<file path="config.mk">
export PLATFORM = sky130hd
export DESIGN_NAME = hex_ascii_uart_tx_flat
export DESIGN_NICKNAME = d
export VERILOG_FILES = /design/src/rtl/hex_ascii_uart_tx_if.sv /design/src/rtl/hex_ascii_uart_tx.sv /design/src/flat_wrapper.sv
export SDC_FILE = /design/constraint.sdc
export NUM_CORES = 1
export LEC_CHECK = 0
export ABC_AREA = 0
export CAP_MARGIN = 20
export CORE_MARGIN = 3
export CORE_UTILIZATION = 30
export DETAILED_ROUTE_END_ITERATION = 10
export PLACE_DENSITY = 0.47
export SLEW_MARGIN = 20
export SYNTH_ARGS = -nofsm -noshare
export SYNTH_HDL_FRONTEND = slang
export SYNTH_SLANG_ARGS = --single-unit
</file>
<file path="constraint.sdc">
create_clock -name clk -period 3.9 [get_ports clk]
set_clock_uncertainty 0.2 [all_clocks]
set_input_delay 0.585 -clock clk [delete_from_list [all_inputs] [get_ports clk]]
set_output_delay 0.585 -clock clk [all_outputs]
set_load 0.02 [all_outputs]
</file>
<file path="src/rtl/hex_ascii_uart_tx_if.sv">
// Word-input bus of hex_ascii_uart_tx: the valid/ready handshake that carries
// one binary word into the serializer, plus a read-only view of the FSM state.
//
// Handshake: the producer drives in_data/in_valid, the serializer drives
// in_ready. A word transfers on a rising clk edge where in_valid && in_ready.
// in_ready is high only while the serializer is idle. A word offered while
// in_ready is low is neither taken nor remembered.
interface hex_ascii_uart_tx_if #(
    parameter int DATA_W = 32
);
    logic [DATA_W-1:0] in_data;
    logic              in_valid;
    logic              in_ready;
    logic [1:0]        dbg_state;

    modport master (
        output in_data,
        output in_valid,
        input  in_ready,
        input  dbg_state
    );

    modport slave (
        input  in_data,
        input  in_valid,
        output in_ready,
        output dbg_state
    );
endinterface

</file>
<file path="src/rtl/hex_ascii_uart_tx.sv">
// hex_ascii_uart_tx: accepts one word, prints it as uppercase hex ASCII
// (optional "0x" prefix, optional CR/LF) on an 8N1 UART line with a built-in
// baud counter. Characters are sent back to back with no idle gap.
module hex_ascii_uart_tx #(
    parameter int DATA_W       = 32,
    parameter int CLKS_PER_BIT = 434,
    parameter int PREFIX_0X    = 0,
    parameter int APPEND_CRLF  = 1
) (
    input  logic            clk,
    input  logic            reset,
    hex_ascii_uart_tx_if.slave s_if,
    output logic            tx,
    output logic            busy,
    output logic            done
);

    localparam int ND     = DATA_W / 4;
    localparam int PFX_N  = 2 * PREFIX_0X;
    localparam int CRLF_N = 2 * APPEND_CRLF;
    localparam int NCHARS = PFX_N + ND + CRLF_N;
    localparam int CIW    = $clog2(NCHARS + 1);
    localparam int BW     = $clog2(CLKS_PER_BIT);

    localparam logic [CIW-1:0] LAST_IDX  = CIW'(NCHARS - 1);
    localparam logic [CIW-1:0] IDX_SAT   = CIW'(NCHARS);
    localparam logic [BW-1:0]  BAUD_LAST = BW'(CLKS_PER_BIT - 1);

    // Reject parameter sets that cannot produce a well-formed message.
    if ((DATA_W % 4) != 0 || DATA_W < 4) begin : g_bad_data_w
        $error("hex_ascii_uart_tx: DATA_W must be a non-zero multiple of 4");
    end
    if (CLKS_PER_BIT < 2) begin : g_bad_cpb
        $error("hex_ascii_uart_tx: CLKS_PER_BIT must be at least 2");
    end

    typedef enum logic [1:0] {
        IDLE  = 2'd0,
        START = 2'd1,
        DATA  = 2'd2,
        STOP  = 2'd3
    } state_t;

    state_t            state_q, state_d;
    logic [BW-1:0]     baud_q, baud_d;
    logic [2:0]        bit_q, bit_d;
    logic [CIW-1:0]    idx_q, idx_d;
    logic [DATA_W-1:0] shift_q, shift_d;
    logic [7:0]        char_q, char_d;
    logic              tx_q, tx_d;

    logic              baud_last;
    logic [DATA_W-1:0] src_word;
    logic [CIW-1:0]    load_idx;
    logic [7:0]        char_load;
    logic [DATA_W-1:0] shift_load;

    // True when message position idx is one of the hex digits.
    function automatic logic is_digit(input logic [CIW-1:0] idx);
        int i;
        i = int'(idx);
        return (i >= PFX_N) && (i < PFX_N + ND);
    endfunction

    // ASCII code of message position idx; nib is the next unsent nibble.
    function automatic logic [7:0] char_for(input logic [CIW-1:0] idx,
                                            input logic [3:0]     nib);
        int i;
        i = int'(idx);
        if (i < PFX_N)
            return idx[0] ? 8'h78 : 8'h30;
        else if (i < PFX_N + ND)
            return (nib < 4'd10) ? (8'h30 + {4'h0, nib}) : (8'h37 + {4'h0, nib});
        else if (i == PFX_N + ND)
            return 8'h0D;
        else
            return 8'h0A;
    endfunction

    assign baud_last      = (baud_q == BAUD_LAST);
    assign s_if.in_ready  = (state_q == IDLE);
    assign s_if.dbg_state = state_q;
    assign busy           = (state_q != IDLE);
    assign tx             = tx_q;

    // Next character: taken from the input word at acceptance, otherwise from
    // the shift register, which drops one nibble per hex digit consumed.
    always_comb begin
        src_word   = (state_q == IDLE) ? s_if.in_data : shift_q;
        load_idx   = (state_q == IDLE) ? '0 : (idx_q + 1'b1);
        char_load  = char_for(load_idx, src_word[DATA_W-1 -: 4]);
        shift_load = is_digit(load_idx) ? (src_word << 4) : src_word;
    end

    // Next-state logic: frame sequencing, baud/bit/char counters, done pulse.
    always_comb begin
        state_d = state_q;
        baud_d  = baud_q;
        bit_d   = bit_q;
        idx_d   = idx_q;
        shift_d = shift_q;
        char_d  = char_q;
        done    = 1'b0;
        tx_d    = 1'b1;

        case (state_q)
            IDLE: begin
                baud_d = '0;
                bit_d  = '0;
                if (s_if.in_valid) begin
                    idx_d   = '0;
                    char_d  = char_load;
                    shift_d = shift_load;
                    state_d = START;
                end
            end
            START: begin
                baud_d = baud_last ? '0 : (baud_q + 1'b1);
                if (baud_last) begin
                    bit_d   = '0;
                    state_d = DATA;
                end
            end
            DATA: begin
                baud_d = baud_last ? '0 : (baud_q + 1'b1);
                if (baud_last) begin
                    bit_d = bit_q + 3'd1;
                    if (bit_q == 3'd7)
                        state_d = STOP;
                end
            end
            STOP: begin
                baud_d = baud_last ? '0 : (baud_q + 1'b1);
                if (baud_last) begin
                    if (idx_q == LAST_IDX) begin
                        idx_d   = IDX_SAT;
                        done    = 1'b1;
                        state_d = IDLE;
                    end else begin
                        idx_d   = load_idx;
                        char_d  = char_load;
                        shift_d = shift_load;
                        state_d = START;
                    end
                end
            end
            default: state_d = IDLE;
        endcase

        case (state_d)
            IDLE:    tx_d = 1'b1;
            START:   tx_d = 1'b0;
            DATA:    tx_d = char_d[bit_d];
            STOP:    tx_d = 1'b1;
            default: tx_d = 1'b1;
        endcase
    end

    // State and datapath registers; reset aborts any message in flight.
    always_ff @(posedge clk) begin
        if (reset) begin
            state_q <= IDLE;
            baud_q  <= '0;
            bit_q   <= '0;
            idx_q   <= '0;
            shift_q <= '0;
            char_q  <= '0;
            tx_q    <= 1'b1;
        end else begin
            state_q <= state_d;
            baud_q  <= baud_d;
            bit_q   <= bit_d;
            idx_q   <= idx_d;
            shift_q <= shift_d;
            char_q  <= char_d;
            tx_q    <= tx_d;
        end
    end

endmodule
</file>
<file path="src/flat_wrapper.sv">
// flat-port wrapper written by rule: the top's interface ports become plain ports
module hex_ascii_uart_tx_flat 
#(
    parameter int DATA_W       = 32,
    parameter int CLKS_PER_BIT = 434,
    parameter int PREFIX_0X    = 0,
    parameter int APPEND_CRLF  = 1
)
  (clk, reset, tx, busy, done, s_if_in_data, s_if_in_valid, s_if_in_ready, s_if_dbg_state);
  hex_ascii_uart_tx_if #(.DATA_W(DATA_W)) s_if_i ();
  input  logic clk;
  input  logic reset;
  output logic tx;
  output logic busy;
  output logic done;
  input wire logic [$bits(s_if_i.in_data)-1:0] s_if_in_data;
  input wire logic [$bits(s_if_i.in_valid)-1:0] s_if_in_valid;
  output wire logic [$bits(s_if_i.in_ready)-1:0] s_if_in_ready;
  output wire logic [$bits(s_if_i.dbg_state)-1:0] s_if_dbg_state;
  assign s_if_i.in_data = s_if_in_data;
  assign s_if_i.in_valid = s_if_in_valid;
  assign s_if_in_ready = s_if_i.in_ready;
  assign s_if_dbg_state = s_if_i.dbg_state;
  hex_ascii_uart_tx #(.DATA_W(DATA_W), .CLKS_PER_BIT(CLKS_PER_BIT), .PREFIX_0X(PREFIX_0X), .APPEND_CRLF(APPEND_CRLF)) u_core (.clk(clk), .reset(reset), .s_if(s_if_i), .tx(tx), .busy(busy), .done(done));
endmodule
</file>
==> impl_results.md, run 1 <==
- Port buffer count: 40
- Final slew viol count: 0
- Maximum clock rate: 0.3385 GHz
- CTS resizes: 0
- RePlAce Congestion: 0.8046
- Multiplexer share of the synthesized area: 2.038%
- Setup WS post-layout: 0.9461 ns
- Pint: 1.121 mW
- Setup WS pre-CTS: 0.9456 ns
- RSZ-0062 raised after global routing: false
- Post-synthesis simple-gate area fraction: 22.54%
- CTS Root Cell: clkbuf_8
- Status: finished clean
- Part of the power in the clock network: 36.3%
- Wire length of the first global-routing pass: 13.62 mm
- # rows: 36
- Yosys reg bits: 59
- Total track usage: 14.60%
- Relative slew slack: 33.33%
- Worst-Margin Slew: 1.000 ns
- Final worst path period need: 2.954 ns
- Synth Area in Adders: 5.196%
- Vias in the first global route: 2671
- Syn Nets: 425
- Syn Std Cell Area: 3131 µm²
- Max Cap Violations: 0
- Sequential share of the synthesized area: 37.73%
- Crit-path max FO: 8
- WP data required: 3.92 ns
- Power per cell area: 416.6 nW/µm²
- Final hold viol count: 0
- Critical path class: register to register
- Total Die Area: 11700 µm²
- Share of layout cells above drive strength 1: 9.489%
- Total Wirelength: 8.366 mm
- Worst vdd ir: 0.1498 mV
- CTS max path bufs: 2
- CTS clk-pin slew, worst paths: 0.07 ns
- Worst hold slack: 0.2582 ns
- Via density: 5.246
- Dominant synthesized flop cell: dfxtp_1
- Largest net degree at the start of global routing: 52
- Final net count: 454
- Pre-antenna DRT Iters: 4
- CTS hold repair buffers: 0
- Yosys cell types: 51
- Postcts setup bufs: 0
- CTS tree: done
- DR DRC count: 0
- Comb pwr share: 21.1%
- Post-Syn Instances: 377
- Xor and xnor area share after synthesis: 2.238%
- Avg WL per Cell: 15.38 µm
- Routed Antenna Nets: 0
- Total number of vias: 2854
- Skew-Pair Late Insertion Delay: 0.34 ns
- Hold WC Path Type: register to register
- Compound-Gate Fraction of Synth Area: 25.18%
- H-tree depth: 3
- Synth async-reset ratio: 0%
- Die Y: 108.2 µm
- Initial antenna violation count: 0
- Synth Area per Inst: 8.304 µm²
- Tot Pwr: 1.600 mW
- Flop pwr share: 42.6%
- Switching power: 478.5 µW
- TritonCTS Buffers: 9
- CP startpoint kind: register
- Chip width: 108.2 µm
- Clk sinks: 59
- Total global routing overflow: 0
- Top Ports: 41
- Core footprint: 9955 µm²
- Ys Warns: 0
- Largest family of logic cells by synthesized area: compound AO/OA/AOI/OAI gates
- DP Wirelength: 5.526 mm
- Fin crit share: 75.74%
- Setup Viol. Count Final: 0
- Number of flops mapped to enable cells by yosys: 0
- First-iteration detailed-routing DRC count: 137
- Crit path DAT: 2.97 ns
- Setup TNS: 0 ns
- Layout area overhead: 22.66%
- Diode count: 0
- Initial Util: 31.45%
- CP Capture Type: register
- Leakage power figure: 1.536 nW
- Switching share of power: 29.91%
-- metal layers --
metal  share of wire, %  global-route usage [%]  up-vias
met1                 52                   21.11     1373
met4                1.3                   5.410        0
met5                  0                       0        -
met3                3.9                   2.806       10
met2                 43                   21.45       50
li1                   -                       -     1421
-- power by group through the flow --
stage	sequential, mW	clock (mW)	combinational, mW
6_report	0.682	0.580	0.338
4_1_cts	0.682	0.596	0.339
2_1_floorplan	0.690	0	0.231
3_3_place_gp	0.695	0	0.339
3_5_place_dp	0.695	0	0.337
5_1_grt	0.688	0.618	0.372
-- cells in the final DEF, fill, tap and decap left out, types with 4 or more instances in the layout --
master | Yosys | final
a21oi_1 | 16 | 16
a22oi_1 | 4 | 4
a2bb2oi_1 | 30 | 30
buf_4 | 0 | 6
clkbuf_8 | 0 | 10
clkdlybuf4s50_1 | 0 | 39
dfxtp_1 | 59 | 59
ha_1 | 13 | 12
inv_1 | 12 | 12
nand2_1 | 18 | 18
nand2b_1 | 4 | 4
nand3_1 | 5 | 5
nand3b_1 | 5 | 5
nor2_1 | 81 | 80
nor2b_1 | 4 | 4
nor3b_1 | 6 | 6
o211ai_1 | 4 | 4
o21ai_0 | 7 | 7
o22ai_1 | 32 | 32
xnor2_1 | 5 | 5
-- area by class of cell --
class,count,area [µm²]
repair buffers,46,440.4
well taps,133,166.4
clock inverters,6,63.81
fillers,1042,6115
flip-flops and latches,59,1181
multi-input cells,277,1799
clock buffers,10,137.6
inverters,13,51.30
-- state kept, by name, summed over array words and instances, names as in the netlist --
signal	cells
u_core.s_if.dbg_state	2
u_core.baud_q	9
u_core.tx	1
u_core.shift_q	32
u_core.idx_q	4
u_core.char_q	8
u_core.bit_q	3
-- path summary, 6_finish.rpt --
kind	from	to	slack, ns	cells past startpoint
worst max-delay path	u_core.baud_q[0]	u_core.tx	0.95	13
worst min-delay path	u_core.char_q[5]	u_core.char_q[5]	0.26	2
worst max register to register	u_core.baud_q[0]	u_core.tx	0.95	13
worst min register to register	u_core.char_q[5]	u_core.char_q[5]	0.26	2
-- cells in the mapped netlist (2+ instances only) --
library cell  count  area share, %
and3_1            3           0.60
o21ai_0           7            1.1
buf_1             2           0.24
nand3_1           5           0.80
nand2_1          18            2.2
ha_1             13            5.2
nor2_1           81            9.7
inv_1            12            1.4
a31oi_1           2           0.40
nor2b_1           4           0.80
mux2_2            3            1.1
clkbuf_1         24            2.9
nor4_1            2           0.40
a22oi_1           4           0.96
xnor2_1           5            1.4
o22ai_1          32            6.4
a21oi_1          16            2.6
nand3b_1          5            1.2
mux2i_1           3           0.96
nor3b_1           6            1.4
and3b_1           2           0.56
buf_2             2           0.32
xor2_1            3           0.84
nand2b_1          4           0.80
dfxtp_1          59             38
nor3_1            3           0.48
o211ai_1          4           0.96
a2bb2oi_1        30            8.4
-- worst max-delay path, stage by stage, from the launching register on --
cell and delay, ns:
dfxtp_1 0.38, ha_1 0.21, nand4b_4 0.19, nor2_8 0.17, inv_4 0.07, ha_1 0.26, nand2b_1 0.14, a31oi_1 0.17
buf_4 0.18, mux2_2 0.34, a21oi_1 0.18, a22oi_2 0.11, o211ai_1 0.18, a22oi_1 0.08
-- stage by stage --
step                area, µm²  util [%]  std cells
global placement         3638     36.55        528
finish                   3840     38.57        544
detailed placement       3638     36.55        528
CTS                      3840     38.57        544
global route             3840     38.57        544
floorplan                3131         -        377
-- cell families (layout without fill, tap and decap cells) --
family / after synthesis / count (layout)
compound gates: 109 / 109
fa+ha+maj: 13 / 13
mux: 6 / 6
buf+inv: 41 / 75
simple gates: 141 / 141
flops: 59 / 59
xor+xnor: 8 / 8
Power figures use the tool's default switching activity.
==> run 2, diff against run 1 <==
--- a/config.mk
+++ b/config.mk
@@ -10,7 +10,7 @@
 export CORE_MARGIN = 3
 export CORE_UTILIZATION = 30
 export DETAILED_ROUTE_END_ITERATION = 10
-export PLACE_DENSITY = 0.47
+export PLACE_DENSITY = 0.48
 export SLEW_MARGIN = 20
 export SYNTH_ARGS = -nofsm -noshare
 export SYNTH_HDL_FRONTEND = slang
==> constraint.sdc (replaced) <==
create_clock -name clk -period 2.4 [get_ports clk]
set_clock_uncertainty 0.2 [all_clocks]
set_input_delay 0.36 -clock clk [delete_from_list [all_inputs] [get_ports clk]]
set_output_delay 0.36 -clock clk [all_outputs]
set_load 0.02 [all_outputs]
==> run 2 against run 1 <==
The run now ends with negative setup slack left; via count is 8.2% higher; count of clock-buffer cells in the layout stayed put; sequential power is 63% higher; utilization is 6.5 points higher; die area stayed put; flip-flop and latch count stayed put; critical path type unchanged.
==> impl_results.md, run 2 (synthesis results as in run 1) <==
- Final hold viol count: 0
- RePlAce Congestion: 0.8632
- Share of layout cells above drive strength 1: 24.52%
- Switching power: 792.6 µW
- Failing checks: negative setup slack
- Setup WS post-layout: -0.03755 ns
- WP data required: 2.46 ns
- Worst-Margin Slew: 0.6278 ns
- Final slew viol count: 0
- Setup WS pre-CTS: -0.2153 ns
- Pint: 2.121 mW
- Leakage power figure: 1.915 nW
- Routed Antenna Nets: 0
- Crit path DAT: 2.50 ns
- Relative slew slack: 58.15%
- DR DRC count: 0
- Total Die Area: 11700 µm²
- Hold Crit Endpoint: u_core.char_q[6]
- Total global routing overflow: 0
- Port buffer count: 40
- Pre-antenna DRT Iters: 4
- Hold WC Path Type: register to register
- Commonest non-fill, non-tap cell in the layout: nor2_1
- R2r worst-path depth: 11
- Total Wirelength: 8.966 mm
- Avg WL per Cell: 14.80 µm
- Comb pwr share: 22.7%
- DP Wirelength: 6.213 mm
- Power per cell area: 648.6 nW/µm²
- Initial antenna violation count: 0
- Initial Util: 31.45%
- Flop pwr share: 38.0%
- Clk sinks: 59
- Commonest non-fill, non-tap cells in the layout: nor2_1 (80), buf_4 (64), dfxtp_1 (55)
- FF-to-FF Start: u_core.baud_q[1]
- Via density: 5.096
- H-tree depth: 3
- CTS clk-pin slew, worst paths: 0.07 ns
- CTS max path bufs: 2
- CTS hold repair buffers: 0
- Chip width: 108.2 µm
- Die Y: 108.2 µm
- Largest net degree at the start of global routing: 33
- Top flop regs: u_core.shift_q: 32 flops, u_core.baud_q: 9 flops, u_core.char_q: 8 flops
- Top Ports: 41
- Switching share of power: 27.21%
- Final net count: 516
- # rows: 36
- Biggest register: u_core.shift_q
- RSZ-0062 raised after global routing: true
- Hold path depth: 2
- First-iteration detailed-routing DRC count: 171
- Tot Pwr: 2.914 mW
- R2r endpoint: u_core.tx
- Critical path class: register to register
- CP startpoint kind: register
- Part of the power in the clock network: 39.3%
- Status: complete, but fails checks
- Total track usage: 15.98%
- Final worst path period need: 2.438 ns
- Total number of vias: 3088
- Max Cap Violations: 0
- Max reg flops: 32
- Diode count: 0
- CTS Root Cell: clkbuf_8
- Crit-path max FO: 4
- Setup Viol. Count Final: 1
- Reg2reg setup slack: -0.04 ns
- TritonCTS Buffers: 9
- Hold_sp: u_core.char_q[6]
- Core footprint: 9955 µm²
- Wire length of the first global-routing pass: 14.99 mm
- Worst vdd ir: 0.3002 mV
- Fin crit share: 101.6%
- Skew-Pair Late Insertion Delay: 0.34 ns
- CTS tree: done
- Maximum clock rate: 0.4102 GHz
- Vias in the first global route: 3062
- CP Capture Type: register
- Layout area overhead: 43.49%
run 2: cell types whose count changed in the layout (fill, tap and decap cells not counted), moves of 3 or more:
cell and delta:
ha_4 +3, a21oi_1 -3, buf_4 +58, a21oi_2 +3, dfxtp_1 -4, dfxtp_2 +4
run 2: final cells by class:
class / instances / area (µm²)
tap: 133 / 166.4
multi-input combinational: 277 / 1898
sequential: 59 / 1186
clock buffer: 10 / 137.6
clock inverter: 6 / 111.4
fill: 992 / 5463
timing repair buffer: 108 / 940.9
inverter: 13 / 51.30
run 2: routing by layer:
metal  GRT usage (%)  routed length, µm  vias to the layer above
met5               0                  0                        -
met4           5.861                181                        0
met3           3.761                428                       14
met2           24.20               3987                       77
met1           22.09               4369                     1454
li1                -                  -                     1543
run 2: power by group through the flow:
stage | clock network [mW] | registers (mW) | logic, mW
6_report | 1.14 | 1.11 | 0.662
3_5_place_dp | 0 | 1.13 | 0.624
2_1_floorplan | 0 | 1.12 | 0.387
3_3_place_gp | 0 | 1.13 | 0.622
5_1_grt | 1.22 | 1.12 | 0.732
4_1_cts | 1.17 | 1.11 | 0.645
run 2: worst max path at each step:
stage / to / cells past startpoint / from
final: u_core.tx / 11 / u_core.baud_q[1]
after global routing: u_core.tx / 14 / u_core.baud_q[1]
after CTS: u_core.tx / 14 / u_core.baud_q[1]
after detailed placement: u_core.tx / 14 / u_core.baud_q[1]
after global placement: u_core.tx / 14 / u_core.baud_q[1]
after floorplan: u_core.tx / 13 / u_core.baud_q[1]
run 2: metrics by stage:
step	instance area, µm²	setup TNS [ns]	util (%)	hold slack, ns	cells
floorplan	3217	-0.2003	-	0.2317	377
global placement	4129	-0.1707	41.48	0.2431	581
detailed placement	4129	-0.2153	41.48	0.2494	581
CTS	4434	-0.07144	44.55	0.2598	603
global route	4492	-0.2745	45.12	0.2782	606
finish	4492	-0.03755	45.12	0.2604	606
run 2: worst max-delay path: stages (launching register included):
cell and delay (ns):
dfxtp_2 0.32, inv_2 0.05, ha_4 0.13, nand4b_4 0.14, nor2_8 0.12, inv_4 0.05
buf_4 0.14, o41a_1 0.40, or3_4 0.35, a22oi_2 0.19, o211ai_1 0.11, a22oi_1 0.15
run 2: what timing repair did:
item / in CTS / in global routing
pin swaps: 9 / 6
setup buffers: 6 / 2
gates cloned: 0 / 1
gates resized for setup: 5 / 4
setup endpoints to repair: 3 / 28
